**src/rtl/wb_commit_unit.sv**
```systemverilog
// wb_commit_unit
//   Writeback stage of the 16-bit MIPS pipeline. It holds the MEM/WB pipeline
//   register and selects the register-file write data from one of four sources:
//   ALU, memory, link PC or immediate. The stage waits for late memory read
//   data and applies byte-load extension. It emits a one-cycle register-file
//   write strobe, which the forwarding unit also uses.
//
// Parameters
//   DATA_W       datapath width of all result sources and the write data
//   REG_ADDR_W   register-file address width
//   ZERO_REG_RO  1 = writes to register 0 are suppressed
//
// Ports
//   clk, rst                 rising-edge clock, synchronous active-high reset
//   in_valid / in_ready      MEM stage handshake
//   in_RegWrite, in_WbSel,
//   in_LoadByte, in_LoadSigned,
//   in_ALUResult, in_LinkPC,
//   in_Imm, in_DestReg       instruction fields offered by the MEM stage
//   mem_rvalid, mem_rdata    memory read data return
//   flush                    discard the held or pending instruction
//   stall_out                high while waiting for memory read data
//   out_RegWrite             one-cycle register-file write enable
//   out_WriteReg             write address
//   out_WriteData            write data
//   retire_count             (WB_RETIRE_COUNT_EN only) saturating count of real writes
//
// Build option
//   Define WB_RETIRE_COUNT_EN to add the 32-bit retire_count output.

module wb_commit_unit #(
  parameter int DATA_W      = 16,
  parameter int REG_ADDR_W  = 3,
  parameter int ZERO_REG_RO = 1
) (
  input  logic                  clk,
  input  logic                  rst,
  input  logic                  in_valid,
  output logic                  in_ready,
  input  logic                  in_RegWrite,
  input  logic [1:0]            in_WbSel,
  input  logic                  in_LoadByte,
  input  logic                  in_LoadSigned,
  input  logic [DATA_W-1:0]     in_ALUResult,
  input  logic [DATA_W-1:0]     in_LinkPC,
  input  logic [DATA_W-1:0]     in_Imm,
  input  logic [REG_ADDR_W-1:0] in_DestReg,
  input  logic                  mem_rvalid,
  input  logic [DATA_W-1:0]     mem_rdata,
  input  logic                  flush,
  output logic                  stall_out,
`ifdef WB_RETIRE_COUNT_EN
  output logic [31:0]           retire_count,
`endif
  output logic                  out_RegWrite,
  output logic [REG_ADDR_W-1:0] out_WriteReg,
  output logic [DATA_W-1:0]     out_WriteData
);

  typedef enum logic [1:0] {
    IDLE     = 2'd0,
    WAIT_MEM = 2'd1,
    COMMIT   = 2'd2
  } state_t;

  state_t state;
  state_t next_state;

  logic                  accept;
  logic                  mem_pending;
  logic                  commit_load;
  logic                  accept_we;
  logic [DATA_W-1:0]     src_data;
  logic [REG_ADDR_W-1:0] commit_reg;
  logic [DATA_W-1:0]     commit_data;

  // Fields latched at accept. They are used while WAIT_MEM is waiting for
  // read data, and for the write strobe in COMMIT.
  logic                  held_we;
  logic [REG_ADDR_W-1:0] held_dest;
  logic                  held_byte;
  logic                  held_signed;

  // Byte loads replicate bit 7 (signed) or zero-fill the upper bits.
  function automatic logic [DATA_W-1:0] extend_load(
    input logic [DATA_W-1:0] raw,
    input logic              byte_ld,
    input logic              sgn
  );
    logic [DATA_W-1:0] res;
    res = raw;
    if (byte_ld) begin
      res = {{(DATA_W-8){sgn & raw[7]}}, raw[7:0]};
    end
    return res;
  endfunction

  assign accept      = in_valid & in_ready & ~flush;
  assign mem_pending = (in_WbSel == 2'b01) & ~mem_rvalid;

  // The zero-register check is done at accept. The held strobe then
  // already reflects whether the commit is a real write.
  assign accept_we = in_RegWrite &
                     ~((ZERO_REG_RO != 0) && (in_DestReg == REG_ADDR_W'(0)));

  // Result source selection for an instruction accepted this cycle.
  always_comb begin
    src_data = in_ALUResult;
    case (in_WbSel)
      2'b00:   src_data = in_ALUResult;
      2'b01:   src_data = extend_load(mem_rdata, in_LoadByte, in_LoadSigned);
      2'b10:   src_data = in_LinkPC;
      default: src_data = in_Imm;
    endcase
  end

  // A commit is loaded either from a fresh accept or from late read data.
  // Late read data is extended using the latched load flags.
  always_comb begin
    commit_load = (next_state == COMMIT);
    commit_reg  = in_DestReg;
    commit_data = src_data;
    if (state == WAIT_MEM) begin
      commit_reg  = held_dest;
      commit_data = extend_load(mem_rdata, held_byte, held_signed);
    end
  end

  // State register
  always_ff @(posedge clk) begin
    if (rst) begin
      state <= IDLE;
    end else begin
      state <= next_state;
    end
  end

  // Next-state logic. flush overrides both accept and mem_rvalid.
  always_comb begin
    next_state = state;
    case (state)
      WAIT_MEM: begin
        if (flush) begin
          next_state = IDLE;
        end else if (mem_rvalid) begin
          next_state = COMMIT;
        end else begin
          next_state = WAIT_MEM;
        end
      end
      default: begin
        if (accept) begin
          next_state = mem_pending ? WAIT_MEM : COMMIT;
        end else begin
          next_state = IDLE;
        end
      end
    endcase
  end

  // Outputs decoded from the current state only.
  // A flush in COMMIT does not retract the strobe already on the outputs.
  always_comb begin
    in_ready     = (state != WAIT_MEM);
    stall_out    = (state == WAIT_MEM);
    out_RegWrite = (state == COMMIT) & held_we;
  end

  // Pipeline register. The write address and data change only when
  // entering COMMIT, so they hold their values between commits.
  always_ff @(posedge clk) begin
    if (rst) begin
      held_we       <= 1'b0;
      held_dest     <= '0;
      held_byte     <= 1'b0;
      held_signed   <= 1'b0;
      out_WriteReg  <= '0;
      out_WriteData <= '0;
    end else begin
      if (accept) begin
        held_we     <= accept_we;
        held_dest   <= in_DestReg;
        held_byte   <= in_LoadByte;
        held_signed <= in_LoadSigned;
      end
      if (commit_load) begin
        out_WriteReg  <= commit_reg;
        out_WriteData <= commit_data;
      end
    end
  end

`ifdef WB_RETIRE_COUNT_EN
  // Counts real register-file writes and sticks at all-ones.
  always_ff @(posedge clk) begin
    if (rst) begin
      retire_count <= '0;
    end else if (out_RegWrite && (retire_count != 32'hFFFF_FFFF)) begin
      retire_count <= retire_count + 32'd1;
    end
  end
`endif

endmodule

```
**config.mk**
```make
export PLATFORM = sky130hd
export DESIGN_NAME = wb_commit_unit
export DESIGN_NICKNAME = d
export VERILOG_FILES = /design/src/rtl/wb_commit_unit.sv
export SDC_FILE = /design/constraint.sdc
export NUM_CORES = 1
export LEC_CHECK = 0
export BUFFER_PORTS_ARGS = -buffer_cell sky130_fd_sc_hd__buf_2
export CAP_MARGIN = 20
export CORE_ASPECT_RATIO = 1.75
export CORE_MARGIN = 10
export CORE_UTILIZATION = 44
export CTS_BUF_LIST = sky130_fd_sc_hd__clkbuf_8 sky130_fd_sc_hd__clkbuf_16
export CTS_CLUSTER_DIAMETER = 100
export DETAILED_ROUTE_END_ITERATION = 12
export HOLD_SLACK_MARGIN = 0.12
export PLACE_DENSITY = 0.81
export SYNTH_ARGS = -nofsm -noshare
export SYNTH_HDL_FRONTEND = slang
export SYNTH_SLANG_ARGS = --single-unit
```
**constraint.sdc**
```tcl
create_clock -name clk -period 1.95 [get_ports clk]
set_input_delay 0.195 -clock clk [delete_from_list [all_inputs] [get_ports clk]]
set_output_delay 0.195 -clock clk [all_outputs]
set_load 0.1 [all_outputs]
```
# Word level (Yosys, flattened, before mapping)
# Index checks and enable logic that the tools add are counted.
[totals] register_bits=27 inputBits=77 output_inout_bits=22 wordCells=35
[op_classes] eq_ne=6 muxes=10 bitwise_logic=10 n_reduce_logical=2
[ops] op="$mux W16" n=3
[ops] op="$pmux W16 S3" n=1
[ops] op="$mux W2" n=5
[ops] op="$and A1 B1 Y1" n=7
[ops] op="$eq A2 B2 Y1 const B" n=3
[ops] op="$eq A2 B1 Y1 const B" n=2
[ops] op="$logic_not A3 Y1" n=1
[ops] op="$mux W3" n=1
[ops] op="$not A1 Y1" n=3
[ops] op="$logic_not A2 Y1" n=1
[ops] op="$ne A2 B1 Y1 const B" n=1

# Depth between registers and ports, before layout
# Gate-level depths: netlist of run 1.
[depth] depth_word=6 depth_mapped=7 depth_no_buf=5

# Worst setup path before layout of run 1
# Ideal clock, no wire load.
[synth_timing] path_kind="reg2reg" start="register state[1]" end="register state[0]" setup_time_ns=0.116 t_arrival_ns=1.968 required_time_ns=1.834 slack_ns=-0.133 stages_incl_launch_ff=6 synth_period_minus_slack_ns=2.083 path_cell_list="dfxtp_1 > nand2b_4 > buf_8 > clkbuf_1 > o21ai_0 > and3b_1"
[synth_between] elab_chain_len=5
[synth_rtl] element="from (decl)" line="66" rtl="state_t state;"
[synth_rtl] element="from (signal assigned)" line="134" rtl="state <= next_state;"
[synth_rtl] element="$ne A2 B1 Y1" line="164" rtl="in_ready = (state != WAIT_MEM);"
[synth_rtl] element="via in_ready" line="39" rtl="output logic in_ready,"
[synth_rtl] element="$and A1 B1 Y1 (2 in series)" line="98" rtl="assign accept = in_valid & in_ready & ~flush;"
[synth_rtl] element="$mux W2" line="152" rtl="if (accept) begin"
[synth_rtl] element="$mux W2" line="141" rtl="case (state)"
# The timed path passes the listed nets, and every way through them passes these cells.
# A chain may end at the register's enable or synchronous reset.

# Worst setup path in the final report of run 1
[layout_timing] start="register state[1]" end="output port stall_out"
[layout_between] elab_chain_len=1
[layout_rtl] element="$eq A2 B1 Y1" line="165" rtl="stall_out = (state == WAIT_MEM);"
[layout_rtl] element="to (decl)" line="51" rtl="output logic stall_out,"
# No other way between the ends.

==> impl_metrics.tcl, run 1 <==
set metrics [dict create \
    run_status "completed" \
    cts_tree "done" \
    synth_fp_nets 311 \
    max_cap_viol_count 0 \
    vias 2030 \
    setup_ws_ns 0.124 \
    netlist_area_mm2 0.00175 \
    synth-seq-cells 27 \
    coreArea_mm2 0.00387 \
    antenna_left 0 \
    syn_avg_cell_area_um2 7.48 \
    postCtsResizedCells 2 \
    hold_violations 0 \
    firstDrtPassIters 6 \
    r2r_start "state[1]" \
    power.density_mw_per_mm2 624 \
    path_clk_slew_ns 0.09 \
    drt-vias-per-instance 5.41 \
    portBuffers 98 \
    hpwlAfterDp_um 4920 \
    cp.arrival_ns 1.63 \
    r2r_slack_ns 0.19 \
    drive_gt1_share_pct 35.8 \
    worstSetupStartpoint "state[1]" \
    slew_viol_final 0 \
    layout.cells.non_filler 375 \
    rsz0062_at_grt "false" \
    maxSlewHeadroom_pct 52.1 \
    area_delta_synth_final_pct 33.2 \
    critPathCaptureType "output pin" \
    initial_core_util_pct 45.2 \
    cts-htree-levels 1 \
    min_path_type "primary input to register" \
    clock_latency_ns 0.27 \
    post-route-period-util_pct 93.7 \
    root_buffer "clkbuf_8" \
    fin_nets 405 \
    drt-initial-drc-count 113 \
    drc_errors 0 \
    fin_worst_skew_ns 0.00502 \
    fin_crit_ns 1.83 \
    endpoint "stall_out" \
    seq_area_um2 541 \
    fp.dieW_um 67.7 \
    critPathKind "register to output pin" \
    crit_fanout 20 \
    route.detailed.wl_per_inst_um 15.7 \
    synth-edff-count 0 \
    ys.flop_type "dfxtp_1" \
    dieArea_mm2 0.00700 \
    cts_hold_buf 0 \
    die_h_um 103 \
    fin_hold_ws_ns 0.180 \
    ys_types 32 \
    wl_um 5870 \
    clkSinkCount 27 \
    gp_congestion 0.862 \
    synth_seq_area_share_pct 30.9 \
    place_ws_ns -0.0349 \
    post-cts-setup-buffers 0 \
    grt_pass1_wl_um 9070 \
    yosysWarnings 0 \
    layout_commonest_cell "buf_2" \
    overflow 0 \
    nFillCells 378 \
    antenna_found_initial 0 \
    grtUsageTotal_pct 16.2 \
    required_ns 1.75 \
    clk_path_buf_depth 2 \
    place_inst 371 \
    n_antenna_cell 0 \
    peakVddDrop_uv 358 \
    cts-buffers-inserted 3 \
    synthCells 234 \
    worstRegToRegCells 5 \
    max_slew.worst_pin.slew_ns 0.718 \
    multi_input_comb_area_mm2 0.00107 \
    reg2reg_to "out_WriteData[9]" \
    timing.fmax_mhz 548 \
    worst_setup_path_start_kind "register" \
    setup_viol 0 \
    layout_common_cells "buf_2, dfxtp_1, o21ai_0, nand2_1, a21oi_1" \
    grt_max_degree 28 \
    io_pins 99 \
    grt_pass1_vias 2121 \
    async_reset_ff_share_pct 0 \
    power.leakage_uw 0.00113 \
    row_count 30 \
]
## final cells by class
class | instances | share of cell area, %
inverters | 12 | 2.04
multi-input cells | 176 | 45.8
clock inverters | 1 | 0.215
clock buffers | 3 | 1.77
well taps | 48 | 2.58
repair buffers | 108 | 24.4
flip-flops and latches | 27 | 23.2
## worst max-delay path, cell delays in order, from the launching register on
cell      delay, ns
dfxtp_1        0.33
nand2b_4       0.19
buf_4          0.19
inv_4          0.09
buf_4          0.22
buf_4          0.33
## metal layers
layer | share of wire (%) | track usage, %
met5 | 0 | 0
met4 | 2.5 | 6.98
met3 | 7.4 | 4.21
met2 | 54 | 30.3
met1 | 36 | 15.9
## state kept, by name, summed over array words and instances (netlist names)
| register | flops |
|---|---|
| out_WriteReg | 3 |
| state | 2 |
| held_byte | 1 |
| held_signed | 1 |
| held_dest | 3 |
| held_we | 1 |
| out_WriteData | 16 |
## worst min-delay path by stage
stage | from | end | slack [ns] | depth (start not counted)
2_1_floorplan | rst | out_WriteData[10] | 0.27 | 1
3_3_place_gp | held_we | held_we | 0.45 | 2
3_5_place_dp | held_we | held_we | 0.46 | 2
4_1_cts | in_LoadSigned | held_signed | 0.18 | 3
5_1_grt | in_DestReg[2] | held_dest[2] | 0.21 | 3
6_report | in_LoadSigned | held_signed | 0.18 | 3
## power by group
part / total (uW) / switching, uW / internal (uW)
Combinational: 537 / 369 / 168
Clock: 311 / 168 / 143
Sequential: 605 / 19.5 / 586
## cell usage after synthesis (all sizes together), types with 2 or more instances
master,n,area share [%]
clkbuf,12,2.6
inv,12,2.7
a21o,2,0.86
a311oi,10,5.0
a211oi,5,2.1
buf,7,2.9
dfxtp,27,31
nor2,18,3.9
nand3,15,4.3
and3b,2,1.0
mux2i,13,7.4
nor3,10,2.9
a221o,2,1.1
o22ai,5,1.8
o21ai,22,6.3
nand2,20,4.3
a21oi,19,5.7
o221ai,8,4.0
nand2b,12,4.7
o211ai,2,0.86
a22oi,5,2.1
## logic make-up after synthesis
kind of cell	count (synthesis)	share of synthesized area [%]
flops	27	30.9
compound gates	82	30.8
mux	13	7.44
simple gates	81	22.6
buf+inv	31	8.23
## stage by stage
step	area (um^2)	TNS (ns)	power (uW)	util [%]
after floorplan	1750	0	999	-
after global placement	2280	0	1150	58.9
after detailed placement	2280	-0.0422	1160	58.9
after CTS	2330	0	1460	60.3
after global routing	2330	0	1520	60.3
final	2330	0	1450	60.3
Power figures use the tool's default switching activity.
==> run 2: changes to the inputs <==
- SETUP_SLACK_MARGIN: not set -> 0.15
==> run 2 against run 1 <==
  * Global-route usage barely moved
  * Critical path depth did not move
  * Worst setup slack improved by 0.12 ns
  * Critical endpoint unchanged
  * Largest cell class unchanged
  * Highest routed layer unchanged
==> impl_metrics.tcl, run 2 (same netlist as run 1, synthesis figures left out) <==
set metrics [dict create \
    antenna_found_initial 0 \
    largestRegisters "out_WriteData (16), held_dest (3), out_WriteReg (3)" \
    dieArea_mm2 0.00700 \
    setup_viol 0 \
    p_int_uw 898 \
    top_register "out_WriteData" \
    clock_latency_ns 0.27 \
    layout.cells.non_filler 375 \
    io_pins 99 \
    peakVddDrop_uv 358 \
    endpoint "stall_out" \
    worstSetupStartpoint "state[1]" \
    largest_reg_flops 16 \
    fin_nets 405 \
    gp_congestion 0.862 \
    wl_um 5890 \
    seq_power_share_pct 41.7 \
    path_cells "nand2b_4 -> buf_6 -> inv_4 -> buf_4 -> buf_8" \
    power.density_mw_per_mm2 620 \
    maxSlewHeadroom_pct 52.8 \
    critPathBufInv 4 \
    fp.dieW_um 67.7 \
    grt_max_degree 28 \
    layout_common_cells "buf_2, dfxtp_1, o21ai_0, nand2_1, a21oi_1" \
    antenna_left 0 \
    fin_util_pct 60.6 \
    grt_pass1_wl_um 9090 \
    cts-buffers-inserted 3 \
    fin_crit_ns 1.71 \
    drt-vias-per-instance 5.40 \
    crit_fanout 20 \
    cpLargestDelayFamily "buffers and inverters" \
    portBuffers 98 \
    run_status "completed" \
    post-route-period-util_pct 87.6 \
    route.detailed.wl_per_inst_um 15.7 \
    power_frac_comb_pct 37.0 \
    place_area_mm2 0.00228 \
    worstRegToRegCells 6 \
    grtUsageTotal_pct 16.2 \
    swShare_pct 38.2 \
    clkPwrFrac_pct 21.3 \
    layout_commonest_cell "buf_2" \
    initial_core_util_pct 45.2 \
    setup_tns_ns 0 \
    clkSinkCount 27 \
    required_ns 1.75 \
    row_count 30 \
    root_buffer "clkbuf_8" \
    drive_gt1_share_pct 36.1 \
    n_antenna_cell 0 \
    cp.depth 5 \
    area_delta_synth_final_pct 33.9 \
    cp_slowest_cell "dfxtp_1" \
    firstDrtPassIters 4 \
    drc_errors 0 \
    cts_hold_buf 0 \
    place_inst 371 \
    cts_tree "done" \
    cp.arrival_ns 1.51 \
    rsz0062_at_grt "false" \
    cts-htree-levels 1 \
    fin_area_mm2 0.00234 \
    post-cts-setup-buffers 0 \
    slew_viol_final 0 \
    cpPeakStageDelay_ns 0.33 \
    power.leakage_uw 0.00113 \
    r2r_slack_ns 0.27 \
    coreArea_mm2 0.00387 \
    vias 2024 \
    power.switching_uw 555 \
    path_clk_slew_ns 0.09 \
    min_path_type "primary input to register" \
    critPathKind "register to output pin" \
    max_slew.worst_pin.slew_ns 0.708 \
    fin_worst_skew_ns 0.00622 \
    drt-initial-drc-count 99 \
    hold_violations 0 \
    r2r_start "state[1]" \
    grt_pass1_vias 2126 \
    overflow 0 \
    reg2reg_to "held_we" \
    die_h_um 103 \
    hpwlAfterDp_um 4920 \
    max_cap_viol_count 0 \
    clk_path_buf_depth 2 \
    critPathCaptureType "output pin" \
    timing.fmax_mhz 586 \
    worst_setup_path_start_kind "register" \
]
-- run 2: power by group through the flow --
stage | combinational (uW) | clock (uW) | sequential, uW
2_1_floorplan | 187 | 0 | 812
3_3_place_gp | 530 | 0 | 617
3_5_place_dp | 537 | 0 | 619
4_1_cts | 539 | 317 | 606
5_1_grt | 579 | 335 | 611
6_report | 538 | 309 | 606
-- run 2: final cells by class --
| class | count | area [um^2] |
|---|---|---|
| Fill cell | 378 | 1520 |
| Multi-Input combinational cell | 176 | 1070 |
| Timing Repair Buffer | 108 | 579 |
| Sequential cell | 27 | 541 |
| Tap cell | 48 | 60.1 |
| Inverter | 12 | 47.5 |
| Clock buffer | 3 | 41.3 |
| Clock inverter | 1 | 5.00 |
-- run 2: worst min path at each step --
stage	start	end	slack [ns]	cells past startpoint
2_1_floorplan	rst	out_WriteData[10]	0.27	1
6_report	in_LoadSigned	held_signed	0.18	3
3_3_place_gp	held_we	held_we	0.45	2
3_5_place_dp	held_we	held_we	0.46	2
4_1_cts	in_LoadSigned	held_signed	0.18	3
5_1_grt	in_DestReg[2]	held_dest[2]	0.21	3
-- run 2: what timing repair did --
item                                    CTS  global route
endpoints found under the hold margin     0             0
resized for setup                         3             3
endpoints found under the setup margin   19             9
-- run 2: worst min-delay path, cell delays in order --
cell and delay [ns]:
buf_2 0.09, mux2i_1 0.06, nor2_1 0.08
-- run 2: metrics by stage --
| step | hold WS [ns] | setup slack [ns] | total power [uW] |
|---|---|---|---|
| after global routing | 0.211 | 0.190 | 1520 |
| after detailed placement | 0.456 | -0.0349 | 1160 |
| after global placement | 0.448 | 0.0528 | 1150 |
| after CTS | 0.182 | 0.199 | 1460 |
| final | 0.184 | 0.242 | 1450 |
| after floorplan | 0.267 | 0.379 | 999 |
-- run 2: routing by layer --
layer	share of wire (%)	vias to the layer above	GRT usage, %
met2	53	75	30.3
met3	7.6	11	4.21
met5	0	-	0
li1	-	1045	-
met1	37	893	15.9
met4	2.4	0	6.98
